--- src/rtl/tx_arb_pkg.sv ---
// Shared types and defaults for the TRN transmit-port arbiter.
package tx_arb_pkg;

  localparam int DEF_NUM_REQ      = 4;
  localparam int DEF_OFFER_CYCLES = 4;
  localparam int DEF_MAX_BUSY     = 1024;
  localparam int IDX_W            = 3;

  typedef enum logic [3:0] {
    ST_IDLE  = 4'b0001,
    ST_OFFER = 4'b0010,
    ST_BUSY  = 4'b0100,
    ST_GUARD = 4'b1000
  } state_t;

endpackage

--- src/rtl/tx_arb_rr_pick.sv ---
// Combinational round-robin picker: first requesting index after the last-served one.
module tx_arb_rr_pick
  import tx_arb_pkg::*;
#(
  parameter int NUM_REQ = DEF_NUM_REQ
) (
  input  logic [NUM_REQ-1:0] req,
  input  logic [IDX_W-1:0]   last,
  output logic               valid,
  output logic [IDX_W-1:0]   idx
);

  localparam logic [NUM_REQ-1:0] ONE = {{(NUM_REQ-1){1'b0}}, 1'b1};
  localparam logic [IDX_W:0]     NUM = (IDX_W+1)'(NUM_REQ);

  logic [IDX_W-1:0]   cand [NUM_REQ];
  logic [NUM_REQ-1:0] hit;

  // Candidate gi is the index gi+1 positions after last, modulo NUM_REQ.
  for (genvar gi = 0; gi < NUM_REQ; gi++) begin : g_cand
    logic [IDX_W:0] sum;
    assign sum      = {1'b0, last} + (IDX_W+1)'(gi + 1);
    assign cand[gi] = (sum >= NUM) ? IDX_W'(sum - NUM) : sum[IDX_W-1:0];
    assign hit[gi]  = |(req & (ONE << cand[gi]));
  end

  always_comb begin
    valid = |hit;
    idx   = '0;
    for (int k = NUM_REQ - 1; k >= 0; k--) begin
      if (hit[k]) idx = cand[k];
    end
  end

endmodule

--- src/rtl/tx_trn_arbiter.sv ---
// Round-robin arbiter handing the shared TRN transmit port to one of NUM_REQ requesters.
// Define TX_ARB_WATCHDOG_EN to build in the BUSY-tenure watchdog (wd_err).
module tx_trn_arbiter
  import tx_arb_pkg::*;
#(
  parameter int NUM_REQ      = DEF_NUM_REQ,
  parameter int OFFER_CYCLES = DEF_OFFER_CYCLES,
  parameter int MAX_BUSY     = DEF_MAX_BUSY
) (
  input  logic               trn_clk,
  input  logic               reset,
  input  logic [NUM_REQ-1:0] req,
  input  logic [NUM_REQ-1:0] driving_interface,
  output logic [NUM_REQ-1:0] my_turn,
  output logic [IDX_W-1:0]   grant_idx,
  output logic               arb_busy,
  output logic               proto_err,
  output logic               wd_err
);

  localparam int                 OFF_W    = $clog2(OFFER_CYCLES + 1);
  localparam logic [OFF_W-1:0]   OFF_LAST = OFF_W'(OFFER_CYCLES - 1);
  localparam logic [OFF_W-1:0]   OFF_SAT  = OFF_W'(OFFER_CYCLES);
  localparam logic [NUM_REQ-1:0] ONE      = {{(NUM_REQ-1){1'b0}}, 1'b1};
  localparam logic [IDX_W-1:0]   LAST_IDX = IDX_W'(NUM_REQ - 1);

  if (NUM_REQ < 2 || NUM_REQ > 8 || OFFER_CYCLES < 1 || MAX_BUSY < 1) begin : g_param_check
    $error("tx_trn_arbiter: parameter out of range");
  end

  state_t             state_reg, state_next;
  logic [NUM_REQ-1:0] my_turn_reg, my_turn_next;
  logic [IDX_W-1:0]   grant_idx_reg, grant_idx_next;
  logic [IDX_W-1:0]   last_reg, last_next;
  logic               arb_busy_reg, arb_busy_next;
  logic               proto_err_reg, proto_err_next;
  logic [OFF_W-1:0]   offer_cnt_reg, offer_cnt_next;

  logic [NUM_REQ-1:0] grant_oh;
  logic               di_own, di_other, di_multi;
  logic               pick_valid;
  logic [IDX_W-1:0]   pick_idx;
  logic               wd_expire;
  logic               wd_guard;

  assign grant_oh = ONE << grant_idx_reg;
  assign di_own   = |(driving_interface & grant_oh);
  assign di_other = |(driving_interface & ~grant_oh);
  assign di_multi = |(driving_interface & (driving_interface - ONE));

  tx_arb_rr_pick #(
    .NUM_REQ (NUM_REQ)
  ) u_pick (
    .req   (req),
    .last  (last_reg),
    .valid (pick_valid),
    .idx   (pick_idx)
  );

`ifdef TX_ARB_WATCHDOG_EN
  localparam int               BUSY_W    = $clog2(MAX_BUSY + 1);
  localparam logic [BUSY_W-1:0] BUSY_LAST = BUSY_W'(MAX_BUSY - 1);
  localparam logic [BUSY_W-1:0] BUSY_SAT  = BUSY_W'(MAX_BUSY);

  logic [BUSY_W-1:0] busy_cnt_reg;
  logic              wd_err_reg;
  logic              wd_guard_reg;

  assign wd_expire = (busy_cnt_reg >= BUSY_LAST);
  assign wd_guard  = wd_guard_reg;
  assign wd_err    = wd_err_reg;

  // wd_guard_reg keeps the expired owner from re-entering BUSY as a late accept.
  always_ff @(posedge trn_clk) begin
    if (reset) begin
      busy_cnt_reg <= '0;
      wd_err_reg   <= 1'b0;
      wd_guard_reg <= 1'b0;
    end else begin
      wd_guard_reg <= 1'b0;
      if (state_reg == ST_BUSY && di_own) begin
        if (wd_expire) begin
          wd_err_reg   <= 1'b1;
          wd_guard_reg <= 1'b1;
          busy_cnt_reg <= '0;
        end else if (busy_cnt_reg != BUSY_SAT) begin
          busy_cnt_reg <= busy_cnt_reg + BUSY_W'(1);
        end
      end else begin
        busy_cnt_reg <= '0;
      end
    end
  end
`else
  assign wd_expire = 1'b0;
  assign wd_guard  = 1'b0;
  assign wd_err    = 1'b0;
`endif

  always_comb begin
    state_next     = state_reg;
    my_turn_next   = my_turn_reg;
    grant_idx_next = grant_idx_reg;
    last_next      = last_reg;
    arb_busy_next  = arb_busy_reg;
    offer_cnt_next = offer_cnt_reg;
    proto_err_next = proto_err_reg | di_other | di_multi;

    case (state_reg)
      ST_IDLE: begin
        my_turn_next   = '0;
        offer_cnt_next = '0;
        if (pick_valid) begin
          grant_idx_next = pick_idx;
          my_turn_next   = ONE << pick_idx;
          state_next     = ST_OFFER;
        end
      end
      ST_OFFER: begin
        if (di_own) begin
          my_turn_next  = '0;
          arb_busy_next = 1'b1;
          state_next    = ST_BUSY;
        end else if (offer_cnt_reg >= OFF_LAST) begin
          my_turn_next = '0;
          last_next    = grant_idx_reg;
          state_next   = ST_GUARD;
        end else if (offer_cnt_reg != OFF_SAT) begin
          offer_cnt_next = offer_cnt_reg + OFF_W'(1);
        end
      end
      ST_GUARD: begin
        my_turn_next   = '0;
        offer_cnt_next = '0;
        if (di_own && !wd_guard) begin
          arb_busy_next = 1'b1;
          state_next    = ST_BUSY;
        end else begin
          state_next = ST_IDLE;
        end
      end
      ST_BUSY: begin
        my_turn_next   = '0;
        offer_cnt_next = '0;
        if (!di_own) begin
          arb_busy_next = 1'b0;
          last_next     = grant_idx_reg;
          state_next    = ST_IDLE;
        end else if (wd_expire) begin
          arb_busy_next = 1'b0;
          last_next     = grant_idx_reg;
          state_next    = ST_GUARD;
        end
      end
      default: begin
        my_turn_next   = '0;
        arb_busy_next  = 1'b0;
        offer_cnt_next = '0;
        state_next     = ST_IDLE;
      end
    endcase
  end

  always_ff @(posedge trn_clk) begin
    if (reset) begin
      state_reg     <= ST_IDLE;
      my_turn_reg   <= '0;
      grant_idx_reg <= LAST_IDX;
      last_reg      <= LAST_IDX;
      arb_busy_reg  <= 1'b0;
      proto_err_reg <= 1'b0;
      offer_cnt_reg <= '0;
    end else begin
      state_reg     <= state_next;
      my_turn_reg   <= my_turn_next;
      grant_idx_reg <= grant_idx_next;
      last_reg      <= last_next;
      arb_busy_reg  <= arb_busy_next;
      proto_err_reg <= proto_err_next;
      offer_cnt_reg <= offer_cnt_next;
    end
  end

  assign my_turn   = my_turn_reg;
  assign grant_idx = grant_idx_reg;
  assign arb_busy  = arb_busy_reg;
  assign proto_err = proto_err_reg;

endmodule

--- config.mk ---
export PLATFORM = sky130hd
export DESIGN_NAME = tx_trn_arbiter
export DESIGN_NICKNAME = d
export VERILOG_FILES = /design/src/rtl/tx_arb_pkg.sv /design/src/rtl/tx_arb_rr_pick.sv /design/src/rtl/tx_trn_arbiter.sv
export SDC_FILE = /design/constraint.sdc
export NUM_CORES = 1
export LEC_CHECK = 0
export BUFFER_PORTS_ARGS = -buffer_cell sky130_fd_sc_hd__buf_4
export CAP_MARGIN = 0
export CORE_ASPECT_RATIO = 1.2
export CORE_MARGIN = 2
export CORE_UTILIZATION = 30
export DETAILED_ROUTE_END_ITERATION = 10
export MAX_ROUTING_LAYER = met4
export PLACE_DENSITY = 0.48
export SKIP_CTS_REPAIR_TIMING = 1
export SYNTH_ARGS = -nofsm -noshare
export SYNTH_HDL_FRONTEND = slang
export SYNTH_SLANG_ARGS = --single-unit
--- constraint.sdc ---
create_clock -name trn_clk -period 2.9 [get_ports trn_clk]
set_clock_uncertainty 0.2 [all_clocks]
set_input_delay 0.145 -clock trn_clk [delete_from_list [all_inputs] [get_ports trn_clk]]
set_output_delay 0.145 -clock trn_clk [all_outputs]
set_load 0.01 [all_outputs]
**Word-level counts from Yosys, hierarchy flattened**

Cells that the tools add are included.

- Register bits after elaboration: 19
- Bits of input ports: 10
- Word-level logic and storage cells: 94

- Add/subtract/negate cells: 10
- $lt $le $gt $ge: 5
- Equal/unequal tests: 11
- Shift operators: 6
- Muxes and demuxes: 25
- Bitwise operators: 14
- Reduce and logical (&&, ||, !) cells: 16

Operator list:

| operator | number |
|---|---|
| $mux W3 | 12 |
| $and A4 B4 Y4 | 7 |
| $mux W4 | 7 |
| $reduce_or A4 Y1 | 7 |
| $shl A1 B3 Y4 const A | 6 |
| $ge A4 B3 Y1 const B | 4 |
| $pmux W4 S4 | 1 |
| $reduce_or A16 Y1 | 1 |
| $sub A3 B3 Y3 const B | 4 |
| $reduce_and A3 Y1 | 3 |
| $add A3 B2 Y4 const B | 2 |
| $ne A2 B2 Y1 const B | 4 |
| $pmux W4 S2 | 1 |
| $ne A3 B3 Y1 const B | 2 |
| $pmux W3 S2 | 1 |
| $add A3 B1 Y4 const B | 1 |
| $add A3 B3 Y4 const B | 1 |
| $eq A4 B1 Y1 const B | 1 |
| $eq A4 B2 Y1 const B | 1 |
| $eq A4 B3 Y1 const B | 1 |
| $eq A4 B4 Y1 const B | 1 |
| $not A1 Y1 | 4 |
| $not A4 Y4 | 1 |
| $reduce_and A4 Y1 | 1 |
| 10 further kinds | 13 |

**Logic depth before layout (Yosys ltp)**

- Word-level depth: 13
- Mapped depth: 8
- Gate-level depth less buffers: 7

**Cells and area by module**

From an unflattened synthesis, not the netlist that was laid out.

- Cell total of the unflattened synthesis: 141
- Area total of the unflattened synthesis: 1,228.7 um^2

By module, submodules not included:

| module | instances | cells an instance | area each (um^2) | seq. area each (um^2) |
|---|---|---|---|---|
| tx_trn_arbiter | 1 | 101 | 927.1 | 380.4 |
| tx_arb_rr_pick | 1 | 40 | 301.5 | 0.0 |

**Worst setup path before layout**

Ideal clock, no wire load.

- Path type: reg2reg
- From: reg last_reg[1]
- To: reg my_turn_reg[2], in the netlist my_turn[2]
- Arrival: 1,944 ps
- Setup slack: 631 ps
- Cell stages (with the launch flop): 9
- Buffers on the path: 1
- Clock period less this slack: 2,269 ps
- Cell sequence: dfxtp_1 -> buf_2 -> inv_1 -> ha_1 -> a22o_1 -> o22a_1 -> a2111oi_2 -> or3_1 -> o31ai_1

- Cells in the longest elaborated chain, start to end: 13
- Elaborated cells between the ends (all ways): 36
- Classes of those cells: add/sub (8); order compare (4); shift (5); mux (10); bitwise (4); reduce/logical (5)

RTL lines:

| what | line | source |
|---|---|---|
| from (decl) | tx_trn_arbiter.sv:34 | `logic [IDX_W-1:0] last_reg, last_next;` |
| from (signal assigned) | tx_trn_arbiter.sv:177 | `last_reg <= last_next;` |
| $add A3 B3 Y4 | tx_arb_rr_pick.sv:22 | `assign sum = {1'b0, last} + (IDX_W+1)'(gi + 1);` |
| $ge A4 B3 Y1 or $sub A3 B3 Y3 (tied branches) | tx_arb_rr_pick.sv:23 | `assign cand[gi] = (sum >= NUM) ? IDX_W'(sum - NUM) : sum[IDX_W-1:0];` |
| $mux W3 | tx_arb_rr_pick.sv:23 |  |
| $shl A1 B3 Y4 | tx_arb_rr_pick.sv:24 | `assign hit[gi] = \|(req & (ONE << cand[gi]));` |
| $and A4 B4 Y4 | tx_arb_rr_pick.sv:24 |  |
| $reduce_or A4 Y1 | tx_arb_rr_pick.sv:24 |  |
| $mux W3 (4 in series) | tx_arb_rr_pick.sv:31 | `if (hit[k]) idx = cand[k];` |
| $shl A1 B3 Y4 | tx_trn_arbiter.sv:115 | `my_turn_next = ONE << pick_idx;` |
| $mux W4 (*) | tx_trn_arbiter.sv:113 | `if (pick_valid) begin` |
| $pmux W4 S2 (*) | tx_trn_arbiter.sv:109 | `case (state_reg)` |
| to (signal assigned) | tx_trn_arbiter.sv:175 | `my_turn_reg <= my_turn_next;` |
| to (decl) | tx_trn_arbiter.sv:32 | `logic [NUM_REQ-1:0] my_turn_reg, my_turn_next;` |

Every way passes the cells marked *; elsewhere a longest branch is shown, timed or not.
A chain may end at the register's enable or synchronous reset.

**Final worst setup path**

- From: reg last_reg[1]
- To: reg my_turn_reg[0], in the netlist my_turn[0]

Same word-level chain as after synthesis.

==> out/metrics.json <==
{
  "cts_htree_levels": {"value": 1},
  "design.core.area": {"value": 4527, "unit": "sq um"},
  "synth.yosys.seq_area_share": {"value": 27.41, "unit": "%"},
  "drc_errors": {"value": 0},
  "muxShareOfSynthArea": {"value": 3.787, "unit": "%"},
  "drive_above_1_share": {"value": 18.75, "unit": "%"},
  "finalCritPeriodShare": {"value": 89.79, "unit": "%"},
  "max-vdd-ir-drop": {"value": 0.2506, "unit": "mV"},
  "rsz_0062_raised_after_global_routing": {"value": "no"},
  "routed_wirelength": {"value": 3218, "unit": "um"},
  "clk_transition_reported_paths": {"value": 70, "unit": "ps"},
  "avgViaCountPerCell": {"value": 5.457},
  "crit_type": {"value": "reg -> reg"},
  "placed_area": {"value": 1550, "unit": "sq um"},
  "netlist_top_cells_area": {"value": "dfxtp_1, ha_1, a21oi_1"},
  "synth_async_sr_flop_share": {"value": 0, "unit": "%"},
  "hold_path_class": {"value": "in -> reg"},
  "yosysWarningCount": {"value": 0},
  "max_cap_violations": {"value": 0},
  "post-synth-top-area-cell": {"value": "dfxtp_1"},
  "first_pass_grt_wire_length": {"value": 5623, "unit": "um"},
  "result_of_the_run": {"value": "finished clean"},
  "cts_sinks": {"value": 19},
  "postSynthRegisterBits": {"value": 19},
  "synth_compound_area_share": {"value": 29.13, "unit": "%"},
  "fp.dieArea": {"value": 5188, "unit": "sq um"},
  "drt_first_iter_violations": {"value": 73},
  "finalSetupViolCount": {"value": 0},
  "netlist_instances": {"value": 161},
  "synthXorXnorAreaFrac": {"value": 1.894, "unit": "%"},
  "postSynthNetCount": {"value": 182},
  "timing.final.max_slew_violations": {"value": 0},
  "finalHoldViolCount": {"value": 0},
  "finish.instance_area": {"value": 1607, "unit": "sq um"},
  "detail_route.first_pass.iterations": {"value": 4},
  "ys_dominant_reg_cell": {"value": "dfxtp_1"},
  "synthAdderAreaFrac": {"value": 9.919, "unit": "%"},
  "max_clock_freq": {"value": 384.0, "unit": "MHz"},
  "largest_family_of_logic_cells_by_synthesized_area": {"value": "compound AO/OA/AOI/OAI gates"},
  "residual_overflow_from_global_routing": {"value": 0},
  "tritoncts.num_buffers": {"value": 3},
  "clock_path_buffers": {"value": 2},
  "critical_path.startpoint_type": {"value": "register"},
  "final_net_count": {"value": 198},
  "drt-wirelength-per-cell": {"value": 13.75, "unit": "um"},
  "number_of_i_o_pins": {"value": 20},
  "leakage": {"value": 0.6456, "unit": "nW"},
  "setup_tns": {"value": 0, "unit": "ps"},
  "cp.required": {"value": 2870, "unit": "ps"},
  "antenna_found_initial": {"value": 0},
  "port-buffer-count": {"value": 18},
  "synth_edf_count": {"value": 0},
  "worstSkewPairLatency": {"value": 260, "unit": "ps"},
  "worst_ep_arrival_time": {"value": 2570, "unit": "ps"},
  "die_y": {"value": 78.50, "unit": "um"},
  "synth_area_per_cell": {"value": 8.619, "unit": "sq um"},
  "area_fraction_of_the_dominant_cell_type_after_synthesis": {"value": 27.41, "unit": "%"},
  "antennaDiodeCount": {"value": 0},
  "die_x": {"value": 66.09, "unit": "um"},
  "synthDistinctLibCells": {"value": 50},
  "relSlewSlack": {"value": 51.11, "unit": "%"},
  "globalRouteTotalUtil": {"value": 13.88, "unit": "%"},
  "post_synthesis_simple_gate_area_fraction": {"value": 21.64, "unit": "%"},
  "route.vias.total": {"value": 1277},
  "drtAntennaViolNets": {"value": 0},
  "cts_tree": {"value": "yes"},
  "p_total": {"value": 0.7342, "unit": "mW"},
  "post_synth_instance_area": {"value": 1388, "unit": "sq um"},
  "endpoint_kind": {"value": "register"},
  "core.rowCount": {"value": 27},
  "pwr_dens": {"value": 457.0, "unit": "nW/um^2"},
  "starting_density_of_the_core": {"value": 30.65, "unit": "%"},
  "tightest_slew": {"value": 726.7, "unit": "ps"},
  "cts_root_buf": {"value": "clkbuf_8"},
  "cp_max_fo": {"value": 12},
  "finalCriticalPeriod": {"value": 2604, "unit": "ps"},
  "routabilityCongestion": {"value": 0.7942},
  "post-dp-hpwl": {"value": 2553, "unit": "um"},
  "vias_in_the_first_global_route": {"value": 1271},
  "grt_start_max_net_pins": {"value": 13},
  "layout-area-overhead-vs-synth": {"value": 15.78, "unit": "%"}
}
==> synth_stat cells (all sizes together), types with 2 or more instances <==
library cell / instances
xnor2: 2
nor4: 4
dfxtp: 19
o21ai: 7
ha: 11
a21o: 2
a211oi: 2
o31ai: 4
o22a: 3
nand3b: 4
o21a: 2
nand4: 2
buf: 7
nand3: 8
a2111oi: 2
mux2i: 3
o211ai: 3
a21oi: 10
nand2b: 5
a22o: 3
inv: 7
o22ai: 3
nor2: 10
nand2: 14
a22oi: 6
clkbuf: 2
==> layout by cell type, fill, tap and decap left out, types with 3 or more instances in the layout <==
cell type	n
o31ai_1	4
inv_1	7
o211ai_1	3
a22oi_1	5
clkbuf_8	3
mux2i_1	3
o21ai_0	5
dfxtp_1	19
a22o_1	3
a21oi_1	10
o22a_1	3
nand2_1	13
nor4_1	4
o22ai_1	3
ha_1	11
nand2b_1	5
nor2_1	10
nand3_1	8
buf_4	19
nand3b_1	3
==> critical path: stages (launching register included) <==
cell and delay, ps:
dfxtp_1 570, ha_1 260, ha_1 250, and4_1 220, o21ai_1 280, a2111oi_2 70, or3_1 440, o31ai_1 240
==> path summary, 6_finish.rpt <==
path                        start          endpoint  slack, ps  cells past startpoint
max                   last_reg[1]        my_turn[0]        300                      7
max reg2reg           last_reg[1]        my_turn[0]        300                      7
min reg2reg      offer_cnt_reg[2]  offer_cnt_reg[2]        280                      2
min          driving_interface[3]         proto_err        0.5                      3
==> metrics by stage <==
stage | instances | setup WS, ps | utilization (%) | hold slack [ps]
2_1_floorplan | 161 | 631.3 | - | 14.07
3_3_place_gp | 229 | 359.7 | 34.25 | 177.5
3_5_place_dp | 229 | 302.0 | 34.25 | 175.5
4_1_cts | 233 | 268.9 | 35.27 | -103.5
5_1_grt | 234 | 15.18 | 35.49 | 36.87
6_report | 234 | 296.1 | 35.49 | 0.5100
==> final cells by class <==
| class | count | area (sq um) |
|---|---|---|
| repair buffers | 20 | 152.6 |
| fillers | 493 | 2920 |
| flip-flops and latches | 19 | 380.4 |
| clock buffers | 3 | 41.29 |
| clock inverters | 1 | 5.005 |
| well taps | 58 | 72.57 |
| inverters | 8 | 30.03 |
| multi-input cells | 125 | 924.6 |
==> where the power goes <==
group | internal [mW] | switching, mW | total [mW] | leakage (nW)
clock | 0.0956 | 0.0926 | 0.188 | 0.0255
combinational | 0.106 | 0.119 | 0.225 | 0.465
sequential | 0.283 | 0.0378 | 0.321 | 0.155
total | 0.485 | 0.250 | 0.734 | 0.646
==> routing by layer <==
| metal | share of wire [%] | global-route usage [%] | wire length (um) | vias to the layer above |
|---|---|---|---|---|
| met3 | 2.6 | 1.433 | 84 | 4 |
| met4 | 1.3 | 5.510 | 42 | 0 |
| li1 | - | - | - | 626 |
| met1 | 42 | 15.69 | 1355 | 622 |
| met5 | 0 | - | 0 | - |
| met2 | 54 | 24.60 | 1736 | 25 |
==> cells by family after synthesis <==
kind of cell / Yosys count
compound gates: 53
other cells: 1
fa+ha+maj: 11
xor+xnor: 3
simple gates: 53
mux: 4
buf+inv: 17
flops: 19
Power figures use the tool's default switching activity.
